`config.mk`:
```
export PLATFORM = sky130hd
export DESIGN_NAME = inst_issue_queue
export DESIGN_NICKNAME = d
export VERILOG_FILES = /design/src/rtl/inst_issue_queue.sv
export SDC_FILE = /design/constraint.sdc
export NUM_CORES = 1
export LEC_CHECK = 0
export CAP_MARGIN = 5
export CORE_MARGIN = 2
export CORE_UTILIZATION = 44
export DETAILED_ROUTE_END_ITERATION = 10
export SLEW_MARGIN = 20
export SYNTH_ARGS = -nofsm -noshare
export SYNTH_HDL_FRONTEND = slang
export SYNTH_SLANG_ARGS = --single-unit
```
`constraint.sdc`:
```
create_clock -name clk -period 8.18 [get_ports clk]
set_clock_uncertainty 0.2 [all_clocks]
set_input_delay 1.636 -clock clk [delete_from_list [all_inputs] [get_ports clk]]
set_output_delay 1.636 -clock clk [all_outputs]
set_load 0.02 [all_outputs]
```
`src/rtl/inst_issue_queue.sv`:
```
`default_nettype none
// ============================================================================
//  Module   : inst_issue_queue
//  Purpose  : Instruction front-end. Buffers instruction words in a DEPTH-entry
//             FIFO, tracks in-flight destination indices in a busy-bit
//             scoreboard, and presents the head word to the core only when
//             none of its A/B/C indices is busy (RAW/WAW protection).
//             NOP words (opcode 0) are dropped at the head without issue.
//  Ports    : clk        - system clock, rising edge
//             rstn       - synchronous active-low reset
//             in_inst    - pushed word {opcode, A, B, C, addr}
//             in_valid   - producer has a word
//             in_ready   - queue has room (count != DEPTH)
//             out_inst   - head word, 0 while empty
//             out_valid  - head is a non-NOP without hazard
//             out_ready  - core accepts the head
//             done_valid - core retired an instruction
//             done_idx   - destination index of the retired instruction
//             flush      - synchronous clear of FIFO and scoreboard
//             count      - FIFO occupancy
//             stall_cnt  - (ISSUE_STALL_CNT_EN) cycles stalled on a hazard
//             issue_cnt  - (ISSUE_STALL_CNT_EN) number of issues
//  Options  : define ISSUE_STALL_CNT_EN to add the saturating stall/issue
//             counters.
//  Revision : 1.0 - initial release
// ============================================================================
module inst_issue_queue #(
    parameter int OPC_WIDTH  = 3,
    parameter int IDX_WIDTH  = 4,
    parameter int ADDR_WIDTH = 12,
    parameter int DEPTH      = 8,
    localparam int INST_WIDTH = OPC_WIDTH + 3*IDX_WIDTH + ADDR_WIDTH,
    localparam int CNT_WIDTH  = $clog2(DEPTH) + 1
) (
    input  logic                  clk,
    input  logic                  rstn,
    input  logic [INST_WIDTH-1:0] in_inst,
    input  logic                  in_valid,
    output logic                  in_ready,
    output logic [INST_WIDTH-1:0] out_inst,
    output logic                  out_valid,
    input  logic                  out_ready,
    input  logic                  done_valid,
    input  logic [IDX_WIDTH-1:0]  done_idx,
    input  logic                  flush,
    output logic [CNT_WIDTH-1:0]  count
`ifdef ISSUE_STALL_CNT_EN
    ,
    output logic [31:0]           stall_cnt,
    output logic [31:0]           issue_cnt
`endif
);

    localparam int PTR_WIDTH = $clog2(DEPTH);
    localparam int SB_SIZE   = 2**IDX_WIDTH;

    // Bit offsets of the index fields inside an instruction word
    localparam int C_LSB = ADDR_WIDTH;
    localparam int B_LSB = ADDR_WIDTH + IDX_WIDTH;
    localparam int A_LSB = ADDR_WIDTH + 2*IDX_WIDTH;

    logic [INST_WIDTH-1:0] r_mem [DEPTH];
    logic [PTR_WIDTH-1:0]  r_wr_ptr;
    logic [PTR_WIDTH-1:0]  r_rd_ptr;
    logic [CNT_WIDTH-1:0]  r_count;
    logic [SB_SIZE-1:0]    r_busy;

    logic [INST_WIDTH-1:0] w_head;
    logic [OPC_WIDTH-1:0]  w_opc;
    logic [IDX_WIDTH-1:0]  w_a;
    logic [IDX_WIDTH-1:0]  w_b;
    logic [IDX_WIDTH-1:0]  w_c;
    logic                  w_empty;
    logic                  w_is_nop;
    logic                  w_hazard;
    logic                  w_push;
    logic                  w_issue;
    logic                  w_nop_pop;
    logic                  w_pop;

    assign w_head   = r_mem[r_rd_ptr];
    assign w_opc    = w_head[INST_WIDTH-1 -: OPC_WIDTH];
    assign w_a      = w_head[A_LSB +: IDX_WIDTH];
    assign w_b      = w_head[B_LSB +: IDX_WIDTH];
    assign w_c      = w_head[C_LSB +: IDX_WIDTH];

    assign w_empty  = (r_count == '0);
    assign w_is_nop = (w_opc == '0);
    // Only registered busy bits are consulted; a retire this cycle is seen next cycle.
    assign w_hazard = r_busy[w_a] | r_busy[w_b] | r_busy[w_c];

    assign in_ready  = (r_count != CNT_WIDTH'(DEPTH));
    assign out_valid = !w_empty && !w_is_nop && !w_hazard;
    assign out_inst  = w_empty ? '0 : w_head;
    assign count     = r_count;

    // Full queue never accepts, even when the head leaves in the same cycle.
    assign w_push    = in_valid && in_ready && !flush;
    assign w_issue   = out_valid && out_ready;
    assign w_nop_pop = !w_empty && w_is_nop;
    assign w_pop     = w_issue || w_nop_pop;

    // Storage is not cleared; out_inst is masked while empty instead.
    always_ff @(posedge clk) begin
        if (rstn && w_push) begin
            r_mem[r_wr_ptr] <= in_inst;
        end
    end

    // DEPTH is a power of two, so pointers wrap naturally.
    always_ff @(posedge clk) begin
        if (!rstn || flush) begin
            r_wr_ptr <= '0;
            r_rd_ptr <= '0;
            r_count  <= '0;
        end else begin
            if (w_push) begin
                r_wr_ptr <= r_wr_ptr + 1'b1;
            end
            if (w_pop) begin
                r_rd_ptr <= r_rd_ptr + 1'b1;
            end
            case ({w_push, w_pop})
                2'b10:   r_count <= r_count + 1'b1;
                2'b01:   r_count <= r_count - 1'b1;
                default: r_count <= r_count;
            endcase
        end
    end

    // Set is written after clear so an issue and a retire of the same index
    // in one cycle leave the index busy.
    always_ff @(posedge clk) begin
        if (!rstn || flush) begin
            r_busy <= '0;
        end else begin
            if (done_valid) begin
                r_busy[done_idx] <= 1'b0;
            end
            if (w_issue) begin
                r_busy[w_c] <= 1'b1;
            end
        end
    end

`ifdef ISSUE_STALL_CNT_EN
    logic [31:0] r_stall_cnt;
    logic [31:0] r_issue_cnt;
    logic        w_stall;

    assign w_stall = !w_empty && !w_is_nop && w_hazard;

    always_ff @(posedge clk) begin
        if (!rstn || flush) begin
            r_stall_cnt <= '0;
            r_issue_cnt <= '0;
        end else begin
            if (w_stall && (r_stall_cnt != '1)) begin
                r_stall_cnt <= r_stall_cnt + 32'd1;
            end
            if (w_issue && (r_issue_cnt != '1)) begin
                r_issue_cnt <= r_issue_cnt + 32'd1;
            end
        end
    end

    assign stall_cnt = r_stall_cnt;
    assign issue_cnt = r_issue_cnt;
`endif

endmodule
`default_nettype wire

```
After elaboration in Yosys (flattened, before gate mapping)
Memory sizes are Yosys's and may differ from the RTL's. A register that Yosys moved wholly into a read port is not among the register bits.
Cells that the tools add are included.
Widths: inputs -> output; s select.
- bits in writable memories: 216
- register bits after elaboration: 26
- memories kept: 1
- output and inout bits: 33
- input port bits: 37
- add/sub/neg operators: 4
- reduce and logical (&&, ||, !) cells: 19
- equal/unequal tests: 3
- bitwise gates (word level): 5
- order comparisons: 6
- multiplexer cells: 19
- memories (name ; words ; bits a word ; read ports ; clocked after Yosys merged registers in ; write ports ; line ; source):
    r_mem ; 8 ; 27 ; 1 ; 1 ; 1 ; 62 ; logic [INST_WIDTH-1:0] r_mem [DEPTH];
- operators by type and width (kind ; number):
    $mux 16 ; 3
    $mux 27 ; 1
    $lt 4x5->1 const B ; 4
    $and 16x16->16 ; 1
    $not 16->16 ; 1
    $or 16x16->16 ; 1
    $bmux 1 s4 ; 3
    $logic_and 1x1->1 ; 9
    $demux 1 s4 ; 2
    $ge 4x1->1 const B ; 2
    $pmux 4 s2 ; 1
    $mux 1 ; 7
    $add 3x1->3 const B ; 2
    $mux 3 ; 2
    $logic_not 1->1 ; 5
    $add 4x1->4 const B ; 1
    $logic_not 4->1 ; 1
    $ne 4x4->1 const B ; 1
    $sub 4x1->4 const B ; 1
    $logic_not 3->1 ; 1
    $eq 2x1->1 const B ; 1
    $eq 2x2->1 const B ; 1
    $logic_or 1x1->1 ; 2
    $or 1x1->1 ; 2
    $reduce_bool 2->1 ; 1

Depth between registers and ports, before layout
Gate-level depths: netlist (run 1).
- word-level depth: 10
- depth in mapped cells: 20

Worst setup path before layout (run 1)
No wires, ideal clock.
- kind: register to output
- start: register (tool-made name)
- end: output out_valid
- data required time: 6.344 ns
- stages on the path, launching flop included: 9
- data arrival time: 3.471 ns
- setup slack: 2.873 ns
- cells stage by stage: dfxtp_1 buf_4 mux4_2 mux2i_2 mux2_2 a311o_1 a211o_1 or4_4 nor4_1
- RTL lines (element ; line ; source):
    to (decl) ; 41 ; output logic out_valid,

==> summary.md, run 1 <==
| Metric | Value |
|---|---|
| Yosys top cell area share | `0.627` |
| Clk slew on worst S/H paths | `0.06 ns` |
| Vias in the first global route | `5813` |
| Post-CTS Hold Fix Bufs | `0` |
| Post-Synth XOR/XNOR Area | `0.00424` |
| RD Place Congestion | `0.966` |
| Routed WL per cell | `22.3 um` |
| Initial DRT Pass Iterations | `4` |
| VDD IR-drop max | `0.155 mV` |
| Detailed Route WL | `23300 um` |
| Ys flop type | `edfxtp_1` |
| FILL cells | `1916` |
| Depth of the CTS H-tree | `1` |
| Reg2reg setup slack | `2.37 ns` |
| Syn avg cell area | `16.6 um2` |
| CP Capture Type | `primary output` |
| Kind of critical path | `flip-flop to primary output` |
| CTS max path bufs | `3` |
| Grt ovf | `0` |
| Area grow syn2layout | `19.3%` |
| Worst reg2reg path depth | `17` |
| Core box area | `23300 um2` |
| Yosys top cell by area | `edfxtp_1` |
| Adder-cell share of the synthesized area | `0.00799` |
| CTS tree | `built` |
| Hold Violations, Final | `0` |
| R2r endpoint | `count[3]` |
| Placed Cells | `998` |
| Non-filler cells, final | `1046` |
| Nets@finish | `750` |
| Power per cell area | `223 nW/um2` |
| Final Cycle Share | `0.828` |
| Total power | `2.75 mW` |
| Synth Register Bits | `245` |
| Proportion of synthesized area in mux cells | `0.172` |
| Post-synth EDFFs | `216` |
| Compound-cell area share of the yosys netlist | `0.0409` |
| Die H | `157 um` |
| Post-CTS resize count | `0` |
| CP Data Required Time | `6.34 ns` |
| Rows | `56` |
| Setup violations, final | `0` |
| Min-Delay Endpoint | `r_rd_ptr[0]` |
| Syn Nets | `666` |
| Cells taking the most area after synthesis | `edfxtp_1 63%, mux4_2 8.7%, mux2i_1 5.9%` |
| Worst-Margin Slew | `0.961 ns` |
| Initial antenna violation count | `0` |
| Family with the most delay on the worst path | `simple AND/OR/NAND/NOR gates` |
| Register area share after synthesis | `0.684` |
| Run status | `finished clean` |
| Leakage | `3.85 nW` |
| WP depth | `9` |
| Buf+Inv Stages, Crit Path | `2` |
| Ant. Diodes | `0` |
| RSZ-0062 raised after global routing | `no` |
| Slowest stage cell, crit path | `clkdlybuf4s50_1` |
| Most frequent cells in the layout | `216 x edfxtp_1, 69 x clkdlybuf4s50_1, 61 x mux2i_1` |
| Max_slew headroom | `0.359` |
| Max Slew Vio Count | `0` |
| HP Start | `r_rd_ptr[0]` |
| # DRC | `0` |
| DP Worst Slack | `1.91 ns` |
| Main combinational cell family by area after synthesis | `multiplexers` |
| Hold Crit Depth | `2` |
| Die Width | `157 um` |
| Hpwl dp | `14100 um` |
| Min Tclk post-route | `6.78 ns` |
| Post-synthesis async set-or-reset flop share | `0` |
| Max stage delay on crit path | `0.68 ns` |
| Synthesized instance count | `623` |
| Post-route setup slack | `1.40 ns` |
| Clk sink count | `245` |
| Io pins | `70` |
| Maxcap violations | `0` |
| First-pass GRT wire length | `34700 um` |
| GRT Total Usage | `0.189` |
| Crit path DAT | `4.94 ns` |
| Post-Synth Simple-Gate Area | `0.0708` |
| Most common cell after layout, fill and taps aside | `edfxtp_1` |
| CP max FO | `37` |
| Worst Hold Class | `flip-flop to flip-flop` |
| Root Driver | `clkbuf_16` |
| Fmax | `148 MHz` |
| ANT nets after route | `0` |
| Drt initial violations | `426` |
| Yosys cell types | `59` |
| FF+latch area | `7070 um2` |
| Worst-Skew Late Latency | `0.52 ns` |
| Initial core utilization | `0.444` |
| Post-CTS setup buffers | `0` |
| Clock buffer count from CTS | `26` |
| Syn Std Cell Area | `10300 um2` |
| Yosys warns | `0` |
| CP Cell Sequence | `buf_4 -> nand2b_1 -> nor3_1 -> or4_1 -> a311o_1 -> a211o_1 -> or4_4 -> nor4_1 -> clkdlybuf4s50_1` |
| Vias | `5802` |
| # port buffers | `69` |
| Largest net degree at the start of global routing | `38` |
| DIE AREA | `24700 um2` |
| Vias per cell | `5.55` |
| Area of the multi-input gates | `3100 um2` |
| Fraction of layout cells with a size suffix above 1 | `0.187` |
| Setup TNS | `0 ns` |
| CP startpoint kind | `flip-flop` |
## per-stage QoR
stage / util / instance area, um2 / hold WS [ns]
5_1_grt: 0.530 / 12300 / 0.338
3_5_place_dp: 0.490 / 11400 / 0.293
6_report: 0.530 / 12300 / 0.304
2_1_floorplan: - / 10300 / 0.254
3_3_place_gp: 0.490 / 11400 / 0.279
4_1_cts: 0.530 / 12300 / 0.309
## routing by layer
metal	share of wire	wire, um	vias up	global-route usage
li1	-	-	2632	-
met1	0.43	10100	2931	0.258
met2	0.48	11300	198	0.313
met3	0.057	1340	41	0.0303
met4	0.024	554	0	0.0619
met5	0	0	-	0
## synth_stat cells (5+ instances only)
master,instances
nand2_1,19
edfxtp_1,216
mux4_2,40
nor3_1,9
clkbuf_1,9
mux2_2,17
nand2b_1,13
nor2_1,58
nor2b_1,7
mux2i_1,61
o21ai_0,12
dfxtp_1,29
nand3_1,19
buf_1,5
inv_1,6
a22oi_1,7
a21oi_1,16
buf_6,5
ha_1,5
## where the power goes
| group | internal, mW | total, mW | switching, mW |
|---|---|---|---|
| combinational | 0.0486 | 0.115 | 0.0663 |
| sequential | 1.37 | 1.37 | 0.00319 |
| clock | 0.794 | 1.27 | 0.474 |
## kinds of logic (layout without fill, tap and decap cells)
family,after synthesis,after routing
mux,123,123
flops,245,245
compound gates,62,62
fa+ha+maj,6,6
buf+inv,34,138
xor+xnor,5,5
simple gates,148,148
## final cells by class
class	instances	share of cell area
Multi-Input combinational cell	344	0.251
Sequential cell	245	0.573
Timing Repair Buffer	84	0.0651
Clock buffer	30	0.0557
Inverter	6	0.00183
Tap cell	319	0.0324
Clock inverter	18	0.0208
## how the worst max path moves through the flow
stage                    from        end  slack, ns
floorplan           flip-flop  out_valid       2.87
global placement    flip-flop  out_valid       1.97
detailed placement  flip-flop  out_valid       1.91
CTS                 flip-flop  out_valid       1.35
global route        flip-flop  out_valid       1.15
finish              flip-flop  out_valid       1.40
## worst reg2reg max path, stage by stage (launching register included)
cell and delay, ns:
dfxtp_2 0.64, buf_4 0.60, nand2b_1 0.28, nor3_1 0.08, or4_1 0.66, a311o_1 0.36, a211o_1 0.27, or4_4 0.45
nor4_4 0.29, buf_4 0.26, nand2b_1 0.28, ha_1 0.25, ha_1 0.25, a21o_1 0.18, a21oi_1 0.17, xnor2_1 0.09
or3_1 0.30, a21oi_1 0.13
## sequential cells by signal (all words and copies together) (netlist names), named ones only
signal,cells
r_mem,216
r_busy,16
r_wr_ptr,3
r_rd_ptr,3
count,4
Note: power is estimated with default switching activity, not from simulation.
==> run 2: changes to the inputs <==
clock period = 7.05 ns   (was 8.18 ns; I/O delays follow)
==> summary.md, run 2 (synthesis gave the netlist of run 1 again) <==
| Metric | Value |
|---|---|
| Run status | `finished clean` |
| Kind of critical path | `flip-flop to primary output` |
| Max Slew Vio Count | `0 (unchanged)` |
| HP Start | `r_rd_ptr[0]` |
| Io pins | `70 (unchanged)` |
| Power per cell area | `244 nW/um2 (+9.2%)` |
| CP Data Required Time | `5.44 ns (-0.90 ns)` |
| VDD IR-drop max | `0.179 mV (+15%)` |
| Clock buffer count from CTS | `26 (unchanged)` |
| Grt ovf | `0 (unchanged)` |
| ANT nets after route | `0 (unchanged)` |
| Register name with the most flops | `r_mem` |
| Worst Hold Class | `flip-flop to flip-flop` |
| Initial antenna violation count | `0 (unchanged)` |
| Die H | `157 um (unchanged)` |
| Worst-Skew Late Latency | `0.54 ns (+0.02 ns)` |
| Fraction of layout cells with a size suffix above 1 | `0.171 (-0.0158)` |
| Post-CTS resize count | `0 (unchanged)` |
| Final Cycle Share | `0.906` |
| Vias in the first global route | `5956 (+2.5%)` |
| Min Tclk post-route | `6.39 ns` |
| Hold Violations, Final | `0 (unchanged)` |
| Initial core utilization | `0.444 (unchanged)` |
| Depth of the CTS H-tree | `1 (unchanged)` |
| # port buffers | `69 (unchanged)` |
| Vias | `5741 (-1.1%)` |
| Post-CTS Hold Fix Bufs | `0 (unchanged)` |
| Hold Worst Slack | `0.325 ns (+0.0205 ns)` |
| CTS tree | `built` |
| Vias per cell | `5.50 (-0.77%)` |
| Largest net degree at the start of global routing | `34 (-11%)` |
| Ant. Diodes | `0 (unchanged)` |
| Dpl cell area | `11400 um2 (about the same)` |
| Maxcap violations | `0 (unchanged)` |
| Setup violations, final | `0 (unchanged)` |
| Post-CTS setup buffers | `0 (unchanged)` |
| Min-Delay Endpoint | `r_rd_ptr[0]` |
| CP startpoint kind | `flip-flop` |
| Clk sink count | `245 (unchanged)` |
| Worst-Margin Slew | `1.02 ns (+0.0595 ns)` |
| Rows | `56 (unchanged)` |
| DIE AREA | `24700 um2 (unchanged)` |
| RD Place Congestion | `0.852 (-12%)` |
| Initial DRT Pass Iterations | `5 (+1)` |
| Reg2reg setup slack | `1.40 ns (-0.97 ns)` |
| Hpwl dp | `13900 um (-1.1%)` |
| Worst reg2reg path depth | `17 (unchanged)` |
| First-pass GRT wire length | `34600 um (-0.24%)` |
| Area grow syn2layout | `17.7%` |
| CP Capture Type | `primary output` |
| Detailed Route WL | `23000 um (-1.4%)` |
| Routed WL per cell | `22.0 um (-1.2%)` |
| GRT Total Usage | `0.189 (-0.000327)` |
| CP max FO | `12 (-68%)` |
| Fmax | `157 MHz` |
| RSZ-0062 raised after global routing | `no` |
| Fin area | `12200 um2 (-1.3%)` |
| Die Width | `157 um (unchanged)` |
| Hold Crit Depth | `2 (unchanged)` |
| # DRC | `0 (unchanged)` |
| Max FFs per register | `216 (unchanged)` |
| Leakage | `3.77 nW (-2.0%)` |
| Crit path DAT | `4.78 ns (-0.16 ns)` |
| FILL cells | `1946 (+1.6%)` |
| Nets@finish | `751 (+0.13%)` |
| Max_slew headroom | `0.320 (-0.0396)` |
| Drt initial violations | `414 (-2.8%)` |
| R2r endpoint | `count[3]` |
| Setup TNS | `0 ns (unchanged)` |
| Clk slew on worst S/H paths | `0.06 ns (about the same)` |
| CTS max path bufs | `3 (unchanged)` |
| Core box area | `23300 um2 (unchanged)` |
| Most common cell after layout, fill and taps aside | `edfxtp_1` |
| Most frequent cells in the layout | `216 x edfxtp_1, 69 x clkdlybuf4s50_1, 61 x mux2i_1` |
| Root Driver | `clkbuf_16` |
[run 2: cell types whose count changed in the layout (fill, tap and decap cells not counted)]
cell / previous run / this run
clkinv_16: 0 / 1
clkinv_2: 4 / 2
bufinv_16: 6 / 1
clkbuf_16: 27 / 26
buf_4: 15 / 16
clkinvlp_4: 3 / 0
clkbuf_1: 3 / 12
clkinv_4: 2 / 0
inv_6: 1 / 0
[run 2: worst max-delay path by stage]
stage               startpoint   endpoint  slack (ns)  depth (start not counted)
CTS                  flip-flop  out_valid        0.63                          8
floorplan            flip-flop  out_valid        1.97                          8
global placement     flip-flop  out_valid        1.19                          9
global route         flip-flop  out_valid        0.42                          8
finish               flip-flop  out_valid        0.66                          9
detailed placement   flip-flop  out_valid        1.20                          9
[run 2: power by group]
part | internal (mW) | switching (mW) | leakage (nW)
logic | 0.0564 | 0.0761 | 1.22
registers | 1.59 | 0.00483 | 2.18
clock network | 0.719 | 0.524 | 0.371
total | 2.36 | 0.605 | 3.77
[run 2: area by class of cell]
class | count | area (um2) | area share
inverters | 6 | 22.5 | 0.00185
clock inverters | 6 | 77.6 | 0.00637
repair buffers | 85 | 811 | 0.0666
flip-flops and latches | 245 | 7070 | 0.581
clock buffers | 38 | 696 | 0.0572
well taps | 319 | 399 | 0.0328
multi-input cells | 344 | 3100 | 0.254
[run 2: routing by layer]
metal	vias up	GRT usage	share of wire
met4	0	0.0636	0.033
met3	47	0.0311	0.052
met1	2904	0.261	0.45
li1	2630	-	-
met2	160	0.308	0.46
met5	-	0	0
[run 2: metrics by stage]
| step | cells | util | setup WS [ns] | total power [mW] |
|---|---|---|---|---|
| final | 1043 | 0.523 | 0.662 | 2.97 |
| after global routing | 1043 | 0.523 | 0.418 | 3.06 |
| after CTS | 1043 | 0.523 | 0.627 | 3.00 |
| after detailed placement | 999 | 0.490 | 1.20 | 1.75 |
| after global placement | 999 | 0.490 | 1.19 | 1.75 |
| after floorplan | 623 | - | 1.97 | 1.68 |
[run 2: worst max-delay path, stage by stage, from the launching register on]
cell             delay [ns]
dfxtp_2                0.60
buf_4                  0.32
mux2i_1                0.34
nor4_1                 0.10
or4_1                  0.72
a311o_1                0.37
a211o_1                0.26
or4_4                  0.44
nor4_1                 0.39
clkdlybuf4s50_1        0.69
